--- src/rtl/ppc_decode_pkg.sv ---
// Shared decode definitions for the load/store multiple-word expansion path.
package ppc_decode_pkg;

    // Primary opcodes of the multiple-word load/store instructions.
    localparam logic [5:0] OP_LMW  = 6'd46;
    localparam logic [5:0] OP_STMW = 6'd47;

    // How a micro-op uses its data register; shared with downstream consumers.
    typedef enum logic [1:0] {
        REG_IMM        = 2'd0,
        REG_READ       = 2'd1,
        REG_WRITE      = 2'd2,
        REG_READ_WRITE = 2'd3
    } reg_use_t;

    // Sequencer FSM states.
    typedef enum logic {
        IDLE  = 1'b0,
        ISSUE = 1'b1
    } seq_state_t;

endpackage

--- src/rtl/multiple_word_sequencer.sv ---
// Expands lmw/stmw into one single-word micro-op per register, RT through r31,
// holding decode with stall_o until the final micro-op is accepted.
module multiple_word_sequencer
    import ppc_decode_pkg::*;
#(
    parameter int regWidth = 5,
    parameter int immWidth = 16,
    parameter int offWidth = 18
) (
    input  logic                clock_i,
    input  logic                resetn_i,
    input  logic                enable_i,
    input  logic [5:0]          opcode_i,
    input  logic [regWidth-1:0] rt_i,
    input  logic [regWidth-1:0] ra_i,
    input  logic [immWidth-1:0] imm_i,
    output logic                stall_o,
    output logic                valid_o,
    input  logic                ready_i,
    output logic                isStore_o,
    output logic [regWidth-1:0] reg_o,
    output logic [regWidth-1:0] base_o,
    output logic                baseZero_o,
    output logic [offWidth-1:0] offset_o,
    output logic                last_o,
    output logic                invalidForm_o
);

    localparam logic [regWidth-1:0] LAST_REG = '1;

    seq_state_t          state_q;
    seq_state_t          state_d;

    logic [regWidth-1:0] cur_reg_q;
    logic [regWidth-1:0] base_q;
    logic [offWidth-1:0] offset_q;
    logic                is_store_q;
    logic                base_zero_q;
    logic                invalid_q;

    logic                issuing;
    logic                at_last;
    logic                handshake;
    logic                handshake_last;
    logic                is_multiple_op;
    logic                capture;
    logic [offWidth-1:0] imm_sext;

    assign issuing        = (state_q == ISSUE);
    assign at_last        = (cur_reg_q == LAST_REG);
    assign handshake      = issuing & ready_i;
    assign handshake_last = handshake & at_last;
    assign is_multiple_op = (opcode_i == OP_LMW) || (opcode_i == OP_STMW);
    // A new instruction is taken when idle, or on the very edge that retires
    // the previous sequence's final micro-op, so back-to-back runs have no bubble.
    assign capture        = enable_i & is_multiple_op & (~issuing | handshake_last);
    assign imm_sext       = {{(offWidth-immWidth){imm_i[immWidth-1]}}, imm_i};

    // State register.
    // NOTE: sequential state is updated with non-blocking assignments so every
    // flop samples pre-edge values regardless of block evaluation order.
    always_ff @(posedge clock_i or negedge resetn_i) begin
        if (!resetn_i) begin
            state_q <= IDLE;
        end else begin
            state_q <= state_d;
        end
    end

    // Next-state logic: capture wins over the return to IDLE.
    // NOTE: the default assignment at the top keeps this block free of latches.
    always_comb begin
        state_d = state_q;
        if (capture) begin
            state_d = ISSUE;
        end else if (handshake_last) begin
            state_d = IDLE;
        end
    end

    // Sequence datapath: operands latched at capture, register index and
    // running offset advanced by one word per accepted micro-op.
    always_ff @(posedge clock_i or negedge resetn_i) begin
        if (!resetn_i) begin
            cur_reg_q   <= '0;
            base_q      <= '0;
            offset_q    <= '0;
            is_store_q  <= 1'b0;
            base_zero_q <= 1'b0;
            invalid_q   <= 1'b0;
        end else if (capture) begin
            cur_reg_q   <= rt_i;
            base_q      <= ra_i;
            offset_q    <= imm_sext;
            is_store_q  <= (opcode_i == OP_STMW);
            base_zero_q <= (ra_i == '0);
            // lmw overwriting its own base register is an invalid form.
            invalid_q   <= (opcode_i == OP_LMW) && (ra_i >= rt_i);
        end else if (handshake && !at_last) begin
            cur_reg_q   <= cur_reg_q + regWidth'(1);
            offset_q    <= offset_q + offWidth'(4);
        end
    end

    // Outputs: micro-op fields are only presented while issuing, zero otherwise.
    always_comb begin
        valid_o       = issuing;
        isStore_o     = issuing & is_store_q;
        reg_o         = issuing ? cur_reg_q : '0;
        base_o        = issuing ? base_q    : '0;
        baseZero_o    = issuing & base_zero_q;
        offset_o      = issuing ? offset_q  : '0;
        last_o        = issuing & at_last;
        invalidForm_o = issuing & invalid_q;
        stall_o       = issuing & ~handshake_last;
    end

endmodule

--- config.mk ---
export PLATFORM = sky130hd
export DESIGN_NAME = multiple_word_sequencer
export DESIGN_NICKNAME = d
export VERILOG_FILES = /design/src/rtl/ppc_decode_pkg.sv /design/src/rtl/multiple_word_sequencer.sv
export SDC_FILE = /design/constraint.sdc
export NUM_CORES = 1
export LEC_CHECK = 0
export CORE_MARGIN = 1.5
export CORE_UTILIZATION = 45
export DETAILED_ROUTE_END_ITERATION = 6
export GPL_TIMING_DRIVEN = 0
export PLACE_DENSITY = 0.8
export REMOVE_ABC_BUFFERS = 1
export SYNTH_ARGS = -nofsm -noshare
export SYNTH_HDL_FRONTEND = slang
export SYNTH_SLANG_ARGS = --single-unit
--- constraint.sdc ---
create_clock -name clock_i -period 3 [get_ports clock_i]
set_clock_uncertainty 0.1 [all_clocks]
set_input_delay 0.45 -clock clock_i [delete_from_list [all_inputs] [get_ports clock_i]]
set_output_delay 0.45 -clock clock_i [all_outputs]
set_load 0.03 [all_outputs]
==> results of run 1 <==
-- flip-flops by register name, summed over array words and instances (netlist names) --
register / count
offset_q: 18
base_q: 5
cur_reg_q: 5
base_zero_q: 1
invalid_q: 1
is_store_q: 1
valid_o: 1
-- through the flow --
stage / hold slack [ns] / total power, uW / utilization / setup slack, ns / setup TNS [ns]
3_5_place_dp: 0.355 / 1590 / 0.654 / 0.287 / 0
4_1_cts: 0.154 / 1940 / 0.675 / 0.257 / 0
2_1_floorplan: 0.0544 / 1220 / - / -1.04 / -18.24
5_1_grt: 0.185 / 2050 / 0.675 / 0.136 / 0
3_3_place_gp: 0.351 / 1570 / 0.648 / -1.88 / -39.09
6_report: 0.117 / 1930 / 0.675 / 0.266 / 0
-- per-layer routing --
metal  routed length [um]  vias to the layer above  share of wire  GRT usage
met5                    0                        -              0          0
met4                   53                        0          0.012     0.0931
met3                  325                        5          0.072     0.0503
met2                 2030                       68           0.45      0.335
met1                 2120                      808           0.47      0.275
li1                     -                      904              -          -
-- cells in the mapped netlist (all sizes together) --
master / number
xnor2: 8
and3b: 1
o21bai: 1
xor2: 7
and4: 1
or3: 3
o31a: 1
nand4: 7
nand2b: 1
nand3: 6
inv: 7
ha: 8
nor3: 2
o21ai: 21
a21oi: 2
mux2i: 1
a221o: 1
nand4b: 2
a21boi: 1
and2: 32
nor3b: 1
o31ai: 2
and4b: 1
clkbuf: 7
or4: 1
and3: 4
nand2: 48
dfrtp: 32
a31oi: 2
nor2: 4
a21o: 2
buf: 5
a211oi: 1
nor4: 4
-- worst max-delay path: stages (launching register included) --
cell and delay, ns:
dfrtp_1 0.42, ha_1 0.23, and3_1 0.19, ha_1 0.23, a21boi_0 0.38, dlygate4sd2_1 0.46
-- worst min-delay path by stage --
stage	cells past startpoint	startpoint	endpoint	slack, ns
CTS	1	resetn_i	offset_q[3]	0.15
floorplan	0	resetn_i	base_q[0]	0.05
global placement	2	base_q[4]	base_q[4]	0.35
detailed placement	2	base_q[4]	base_q[4]	0.36
global route	1	resetn_i	offset_q[4]	0.18
finish	1	resetn_i	cur_reg_q[1]	0.12
-- area by class of cell --
cell class	instances	area, um2
clock buffers	8	90.1
fillers	344	1330
well taps	50	62.6
multi-input cells	176	1070
flip-flops and latches	32	801
repair buffers	71	707
inverters	7	26.3
-- report_power, final --
part	internal, uW	switching [uW]	leakage (uW)
logic	402	437	0.000707
clock network	187	157	0.0000455
registers	561	183	0.000402
total	1150	777	0.00115
-- cell families (layout without fill, tap and decap cells) --
kind of cell    Yosys count  count (layout)
compound gates           34              34
mux                       1               1
xor+xnor                 15              15
simple gates            118             118
buf+inv                  19              86
fa+ha+maj                 8               8
flops                    32              32
-- what timing repair did --
item	CTS	global route
resized for setup	1	0
hold endpoints to repair	0	0
endpoints found under the setup margin	1	0
==> flow_summary.yaml, run 1 <==
final_layout:
  antenna_cells: 0
  final_cell_mix: "clkdlybuf4s50_1 (67), nand2_1 (48), dfrtp_1 (32)"
  areaGrowthSynthToFinish_pct: 41.8
  final_common_cell: "clkdlybuf4s50_1"
  layoutNonFillerInstCount: 344
  final_cell_area_mm2: 0.00276
  fin_nets: 337
  drive_gt1_frac: 0.0510
setup_path:
  r2r-end: "cur_reg_q[1]"
  worstSetupPathType: "reg2out"
  r2r_slack_ns: 0.44
  path_max_fanout: 5
  worstSetupEndpointType: "output port"
  arrival_ns: 2.18
  cp.required_ns: 2.45
  rr_worst_depth: 7
  r2r_start: "cur_reg_q[0]"
  start_kind: "flip-flop"
  worstSetupEndpoint: "stall_o"
  crit_path_start: "cur_reg_q[0]"
cts:
  cts_setup_buffers: 0
  cts_max_level: 2
  hold_buffers: 0
  clockBufferDepth: 2
  clk_pin_slew_ns: 0.06
  cts_tree: "built"
  numCtsBuffers: 5
  cts_root_buf: "clkbuf_8"
  clkLatencyLatePin_ns: 0.28
  cts.sink_count: 32
outcome:
  status: "completed"
synth:
  synth_xor_area_frac: 0.0675
  synth_cell_type_count: 39
  ys_ff_latch: 32
  synth_top_area_share: 0.411
  netlist_area_mm2: 0.00195
  muxShareOfSynthArea: 0.00514
  synth-simple-area-share: 0.323
  synthAdderAreaFrac: 0.0514
  avgSynthCellArea_um2: 8.58
  syn_inst: 227
  synthTopCellsByArea: "dfrtp_1 (41%), and2_1 (10%), nand2_1 (9.3%)"
  synth_top_family_by_area: "simple AND/OR/NAND/NOR gates"
  synth_top_area_cell: "dfrtp_1"
  ys_seq_area_frac: 0.411
  ys_warn_count: 0
  synth_compound_area_frac: 0.102
pwr:
  p_leak_uw: 0.00115
  power_density_mw_per_mm2: 698
  ir_drop_uv: 361
floorplan:
  ios: 70
  die_width_um: 68.8
  rows: 23
  die_y_um: 68.8
  dieArea_mm2: 0.00473
  design.core.area_mm2: 0.00409
  initial_core_util: 0.476
placed_design:
  place_area_mm2: 0.00267
  place_congestion: 0.860
  place.port_buffers: 69
  hpwl_um: 3210
  placedCellCount: 336
flow_run:
  maxCapViolCount: 0
sta:
  layout_worst_path_cycle_share: 0.911
  hold_viol_final: 0
  min_period_ns: 2.73
  tightest_slew_ns: 0.880
  max_slew_margin: 0.413
  finalSetupViolCount: 0
  fmax_mhz: 366
  drv_slew: 0
  rsz0062_at_grt: "no"
route:
  num_vias: 1785
  vias_per_cell: 5.19
  route.detailed.drc: 0
  firstDrtPassIters: 4
  first_iter_violations: 104
  drt_wl_total_um: 4530
  ant_nets: 0
  wl_per_cell_um: 13.2
grt:
  grt.total_usage: 0.212
  antenna_found_initial: 0
  first_global_vias: 1643
  grt_overflow_total: 0
  grt_max_degree: 38
  grt_pass1_wl_um: 7410
worst_hold_path:
  min_path_type: "in2async"
Power figures use the tool's default switching activity.
==> run 2, diff against run 1 <==
- TNS_END_PERCENT: not set -> 20
==> results of run 2 <==
The final DEF is identical to that of run 1; final timing and power are the same.
==> run 3, diff against run 2 <==
- CORE_UTILIZATION: 45 -> 46
- CTS_BUF_LIST: not set -> sky130_fd_sc_hd__clkbuf_4 sky130_fd_sc_hd__clkbuf_8
- HOLD_SLACK_MARGIN: not set -> 0.05
- PLACE_DENSITY: 0.8 -> 0.82
==> run 3 against run 2 <==
Against the previous run:
- non-clock buffer count unchanged
- critical path type unchanged
- largest cell class unchanged
- combinational power about the same
- worst setup slack improved by 0.038 ns
- core utilization increased by 1.4 points
- clock power increased by 22%
- total power increased by 3.4%
- register-to-register slack improved by 0.04 ns
- global-route usage increased by 0.42 points
- design area increased by 0.63%
- count of clock-buffer cells in the layout decreased by 3
==> flow_summary.yaml, run 3 (same netlist as run 1, synthesis figures left out) <==
final_layout:
  antenna_cells: 0
  fin_nets: 337
  regMostFlops: "offset_q"
  final_common_cell: "clkdlybuf4s50_1"
  area.sequential_um2: 801
  layout.core_utilization: 0.689
  final_cell_mix: "clkdlybuf4s50_1 (67), nand2_1 (48), dfrtp_1 (32)"
  largestRegisters: "offset_q: 18 flops, base_q: 5 flops, cur_reg_q: 5 flops"
  multiInputGateArea_mm2: 0.00107
  drive_gt1_frac: 0.0578
  fillers: 373
  areaGrowthSynthToFinish_pct: 42.7
  largest_reg_flops: 18
pwr:
  power_density_mw_per_mm2: 718
  p_leak_uw: 0.00116
  ir_drop_uv: 459
  power.total_uw: 1990
setup_path:
  slowest_delay_ns: 0.46
  cp.required_ns: 2.45
  crit_path_start: "cur_reg_q[0]"
  worstSetupPathType: "reg2out"
  start_kind: "flip-flop"
  arrival_ns: 2.15
  path_max_fanout: 5
  r2r_start: "cur_reg_q[0]"
  path_cells: "ha_1, and3_1, ha_1, a21boi_0, dlygate4sd2_1"
  worstSetupEndpointType: "output port"
  slowest_stage: "dlygate4sd2_1"
  cp_num_buf_inv: 1
  worst_path_most_repeated_cell: "ha_1"
  crit_family: "buffers and inverters"
route:
  wl_per_cell_um: 13.2
  num_vias: 1799
  ant_nets: 0
  vias_per_cell: 5.23
  route.detailed.drc: 0
  first_iter_violations: 94
  firstDrtPassIters: 4
  drt_wl_total_um: 4530
sta:
  layout_worst_path_cycle_share: 0.899
  rsz0062_at_grt: "no"
  setup_slack_ns: 0.304
  whs_ns: 0.115
  finalSetupViolCount: 0
  max_slew_margin: 0.454
  min_period_ns: 2.70
  drv_slew: 0
  fmax_mhz: 371
  tightest_slew_ns: 0.819
  fin_tns_setup_ns: 0
  hold_viol_final: 0
floorplan:
  dieArea_mm2: 0.00463
  die_y_um: 68.1
  ios: 70
  die_width_um: 68.1
  initial_core_util: 0.483
  design.core.area_mm2: 0.00403
  rows: 23
grt:
  grt_max_degree: 38
  first_global_vias: 1622
  grt.total_usage: 0.216
  use_met3: 0.0625
  grt_pass1_wl_um: 7400
  grt.met1_usage: 0.279
  grtUsageMet2: 0.353
  grt_overflow_total: 0
  antenna_found_initial: 0
  gr-max-usage-layer: "met2"
worst_hold_path:
  min_path_type: "in2async"
cts:
  clk_pin_slew_ns: 0.07
  numCtsBuffers: 5
  cts_max_level: 2
  cts_tree: "built"
  cts_root_buf: "clkbuf_8"
  clockBufferDepth: 2
  cts.sink_count: 32
  clkLatencyLatePin_ns: 0.29
  hold_buffers: 0
flow_run:
  maxCapViolCount: 0
placed_design:
  detailedPlace.worstSlack_ns: 0.310
  place_congestion: 0.812
  hpwl_um: 3300
  place.port_buffers: 69
outcome:
  status: "completed"
==> run 3: repair_timing <==
action / 4_1_cts / 5_1_grt
resized for setup: 1 / 0
setup endpoints to repair: 1 / 0
setup buffers: 0 / 0
==> run 3: metal layers <==
| metal | up-vias | part of all wire | wire length [um] |
|---|---|---|---|
| met3 | 7 | 0.051 | 232 |
| met4 | 0 | 0.010 | 47 |
| met5 | - | 0 | 0 |
| li1 | 902 | - | - |
| met2 | 51 | 0.49 | 2220 |
| met1 | 839 | 0.45 | 2040 |
==> run 3: final cells by class <==
type	count	area share
multi-input cells	176	0.386
well taps	50	0.0225
clock inverters	3	0.0153
flip-flops and latches	32	0.288
repair buffers	71	0.253
clock buffers	5	0.0248
inverters	7	0.00946
==> run 3: where the power goes <==
| part | leakage [uW] | total (uW) | switching [uW] | internal [uW] |
|---|---|---|---|---|
| Combinational | 0.000706 | 836 | 435 | 400 |
| Clock | 0.0000541 | 418 | 172 | 246 |
| Sequential | 0.000402 | 739 | 178 | 561 |
==> run 3: stage by stage <==
step,std cells,area [um2]
final,344,2780
after CTS,344,2780
after detailed placement,336,2670
after floorplan,215,1900
after global routing,344,2780
after global placement,334,2650
==> run 3: path summary, 6_finish.rpt <==
kind	cells past startpoint	slack (ns)	end
hold / removal	1	0.12	offset_q[6]
setup / recovery	5	0.30	stall_o
setup reg to reg	7	0.48	cur_reg_q[1]
min in group clock_i	2	0.38	offset_q[1]
hold reg to reg	2	0.38	offset_q[1]
max in group asynchronous	1	2.23	offset_q[11]
==> run 3: worst reg2reg max path, stage by stage, from the launching register on <==
cell,delay [ns]
dfrtp_1,0.42
ha_1,0.22
and3_1,0.18
ha_1,0.22
a21boi_0,0.37
or3_1,0.58
o21ai_0,0.17
a21o_1,0.17
==> RTL edit, RTL diff (config.mk and constraints of run 1) <==
Change the parameter `immWidth` from 16 to 12.
--- a/src/rtl/multiple_word_sequencer.sv
+++ b/src/rtl/multiple_word_sequencer.sv
@@ -5,5 +5,5 @@
 #(
     parameter int regWidth = 5,
-    parameter int immWidth = 16,
+    parameter int immWidth = 12,
     parameter int offWidth = 18
 ) (
Interface: changed (resized imm_i); port bits go from 70 to 66. No check against the original RTL was run, so the function may have changed too.
==> RTL edit against run 1 <==
Routed wire length shrank 2.2%; total power grew 2.3%; worst setup slack lost 0.078 ns; fmax shrank 2.8%; design area shrank 0.63%; clock power grew 3%; area after synthesis grew 0.71%; sequential cell count is the same; critical path type unchanged; largest cell class unchanged.
==> RTL edit: results (changes against run 1) <==
Min path
  – Min-delay worst type: in -> async (unchanged)

Power and ir drop
  – Cell Int Power: 1.18 mW (was 1.15 mW)
  – Leak pwr: 1.13 nW (was 1.15 nW)
  – Peak VDD IR: 0.000428 V (was 0.000361 V)

Clock network
  – Longest Clk Path Bufs: 2 (unchanged)
  – Worst skew pair latency: 0.28 ns (about the same)
  – Htree depth: 2 (unchanged)
  – Post-cts sizing count: 0 (was 1)
  – Clk root buf: clkbuf_8 (unchanged)
  – Total CTS buffers: 5 (unchanged)

Synth
  – Count leader, synth: nand2_1 (unchanged)
  – Fraction of registers with async set/reset: 100% (unchanged)
  – Fraction of synthesized area in multiplexers: 0.511% (was 0.514%)
  – Post-Syn Instances: 223 (was 227)
  – Synth Area in Adders: 5.11% (was 5.14%)
  – Synth warn: 0 (unchanged)
  – Netlist cell types: 40 (was 39)
  – Seq/Total Area, Yosys: 40.8% (was 41.1%)
  – Post-synth top cells: 49 x nand2_1, 32 x dfrtp_1, 31 x and2_1 (was 48 x nand2_1, 32 x dfrtp_1, 31 x and2_1)
  – Synth Area in Compound Gates: 11.9% (was 10.2%)
  – Synth area leaders: dfrtp_1 41%, and2_1 9.9%, nand2_1 9.4%, ha_1 5.1%, xnor2_1 4.0% (was dfrtp_1 41%, and2_1 10%, nand2_1 9.3%, o21ai_0 5.4%, ha_1 5.1%)
  – Top FF cell, synth: dfrtp_1 (unchanged)
  – XOR/XNOR Fraction of Synth Area: 5.36% (was 6.75%)

Critical path
  – Critical Path AT: 2.26 ns (was 2.18 ns)
  – Worst path max stage delay: 0.70 ns (was 0.46 ns)
  – Worst r2r src: cur_reg_q[0] (unchanged)
  – Top delay family on crit path: buffers and inverters (was adder cells)
  – Crit-path max FO: 5 (unchanged)
  – R2R Path End: offset_q[17] (was cur_reg_q[1])
  – Slowest CP cell: clkdlybuf4s50_1 (was dlygate4sd2_1)
  – R2R setup slack: 0.41 ns (was 0.44 ns)

Flow run
  – Max cap viols: 0 (unchanged)

Global route
  – First-pass GRT wire length: 7980 µm (was 7410 µm)
  – Largest net degree at the start of global routing: 38 (unchanged)
  – Total Routing Usage GR: 20.2% (was 21.2%)
  – Vias in the first global route: 1868 (was 1643)

Place
  – Cell Count Post-Placement: 329 (was 336)
  – HPWL after DPL: 3320 µm (was 3210 µm)
  – Gp weighted congestion: 0.840 (was 0.860)
  – Port bufs: 65 (was 69)

Final layout
  – Inserted Diodes: 0 (unchanged)
  – Final non-filler cell total: 336 (was 344)
  – Leading registers by flop count: offset_q: 18 flops, base_q: 5 flops, cur_reg_q: 5 flops (unchanged)
  – Fillcell total: 360 (was 344)
  – Layout cells sized above 1: 6.29% (was 5.10%)

Outcome
  – Status: finished, final reports clean (unchanged)

STA
  – Slew Limit Headroom: 39.4% (was 41.3%)

Routing
  – Pre-Repair DR Iteration Count: 4 (unchanged)
  – Via count: 1781 (was 1785)
  – Post-Route WL: 4430 µm (was 4530 µm)
  – Starting DRT DRC Count: 69 (was 104)
-- RTL edit: cell families after synthesis --
kind of cell    after synthesis
xor+xnor                     12
simple gates                117
buf+inv                      17
mux                           1
flops                        32
fa+ha+maj                     8
compound gates               36
-- RTL edit: worst max-delay path by stage --
stage / startpoint / to / slack (ns)
final: cur_reg_q[0] / stall_o / 0.19
after CTS: cur_reg_q[0] / stall_o / 0.17
after global routing: valid_o / stall_o / 0.05
after global placement: ready_i / cur_reg_q[3] / -1.23
after detailed placement: ready_i / offset_q[17] / 0.38
after floorplan: cur_reg_q[0] / cur_reg_q[3] / -0.33
-- RTL edit: power groups by stage --
| stage | clock network [mW] | logic (mW) | registers [mW] |
|---|---|---|---|
| 3_3_place_gp | 0 | 0.866 | 0.740 |
| 5_1_grt | 0.389 | 0.950 | 0.768 |
| 2_1_floorplan | 0 | 0.554 | 0.701 |
| 6_report | 0.355 | 0.875 | 0.741 |
| 4_1_cts | 0.365 | 0.886 | 0.740 |
| 3_5_place_dp | 0 | 0.884 | 0.746 |
-- RTL edit: metrics by stage --
| step | hold slack (ns) | setup WS [ns] | power (mW) | instance area, µm² | TNS (ns) |
|---|---|---|---|---|---|
| 2_1_floorplan | 0.0544 | -0.328 | 1.26 | 1910 | -1.11 |
| 3_3_place_gp | 0.352 | -1.23 | 1.61 | 2620 | -19.26 |
| 3_5_place_dp | 0.359 | 0.378 | 1.63 | 2650 | 0 |
| 4_1_cts | 0.138 | 0.169 | 1.99 | 2740 | 0 |
| 5_1_grt | 0.185 | 0.0523 | 2.11 | 2740 | 0 |
| 6_report | 0.118 | 0.188 | 1.97 | 2740 | 0 |
-- RTL edit: worst reg2reg max path, cell delays in order, from the launching register on --
cell,delay [ns]
dfrtp_1,0.41
ha_1,0.19
and3_1,0.16
ha_1,0.26
a21boi_4,0.09
or3_1,0.72
nor2_2,0.39
a31oi_1,0.09
-- RTL edit: metal layers --
metal / vias to the layer above / global-route usage [%] / share of wire (%)
li1: 893 / - / -
met1: 831 / 23.9 / 44
met2: 51 / 35.8 / 50
met3: 6 / 5.70 / 5.4
met4: 0 / 5.66 / 0.99
met5: - / 0 / 0
-- RTL edit: layout make-up --
cell class              instances  share of cell area [%]
multi-input cells             174                    39.8
flip-flops and latches         32                    29.2
repair buffers                 67                    24.4
clock buffers                   7                    3.51
well taps                      50                    2.28
inverters                       6                   0.821
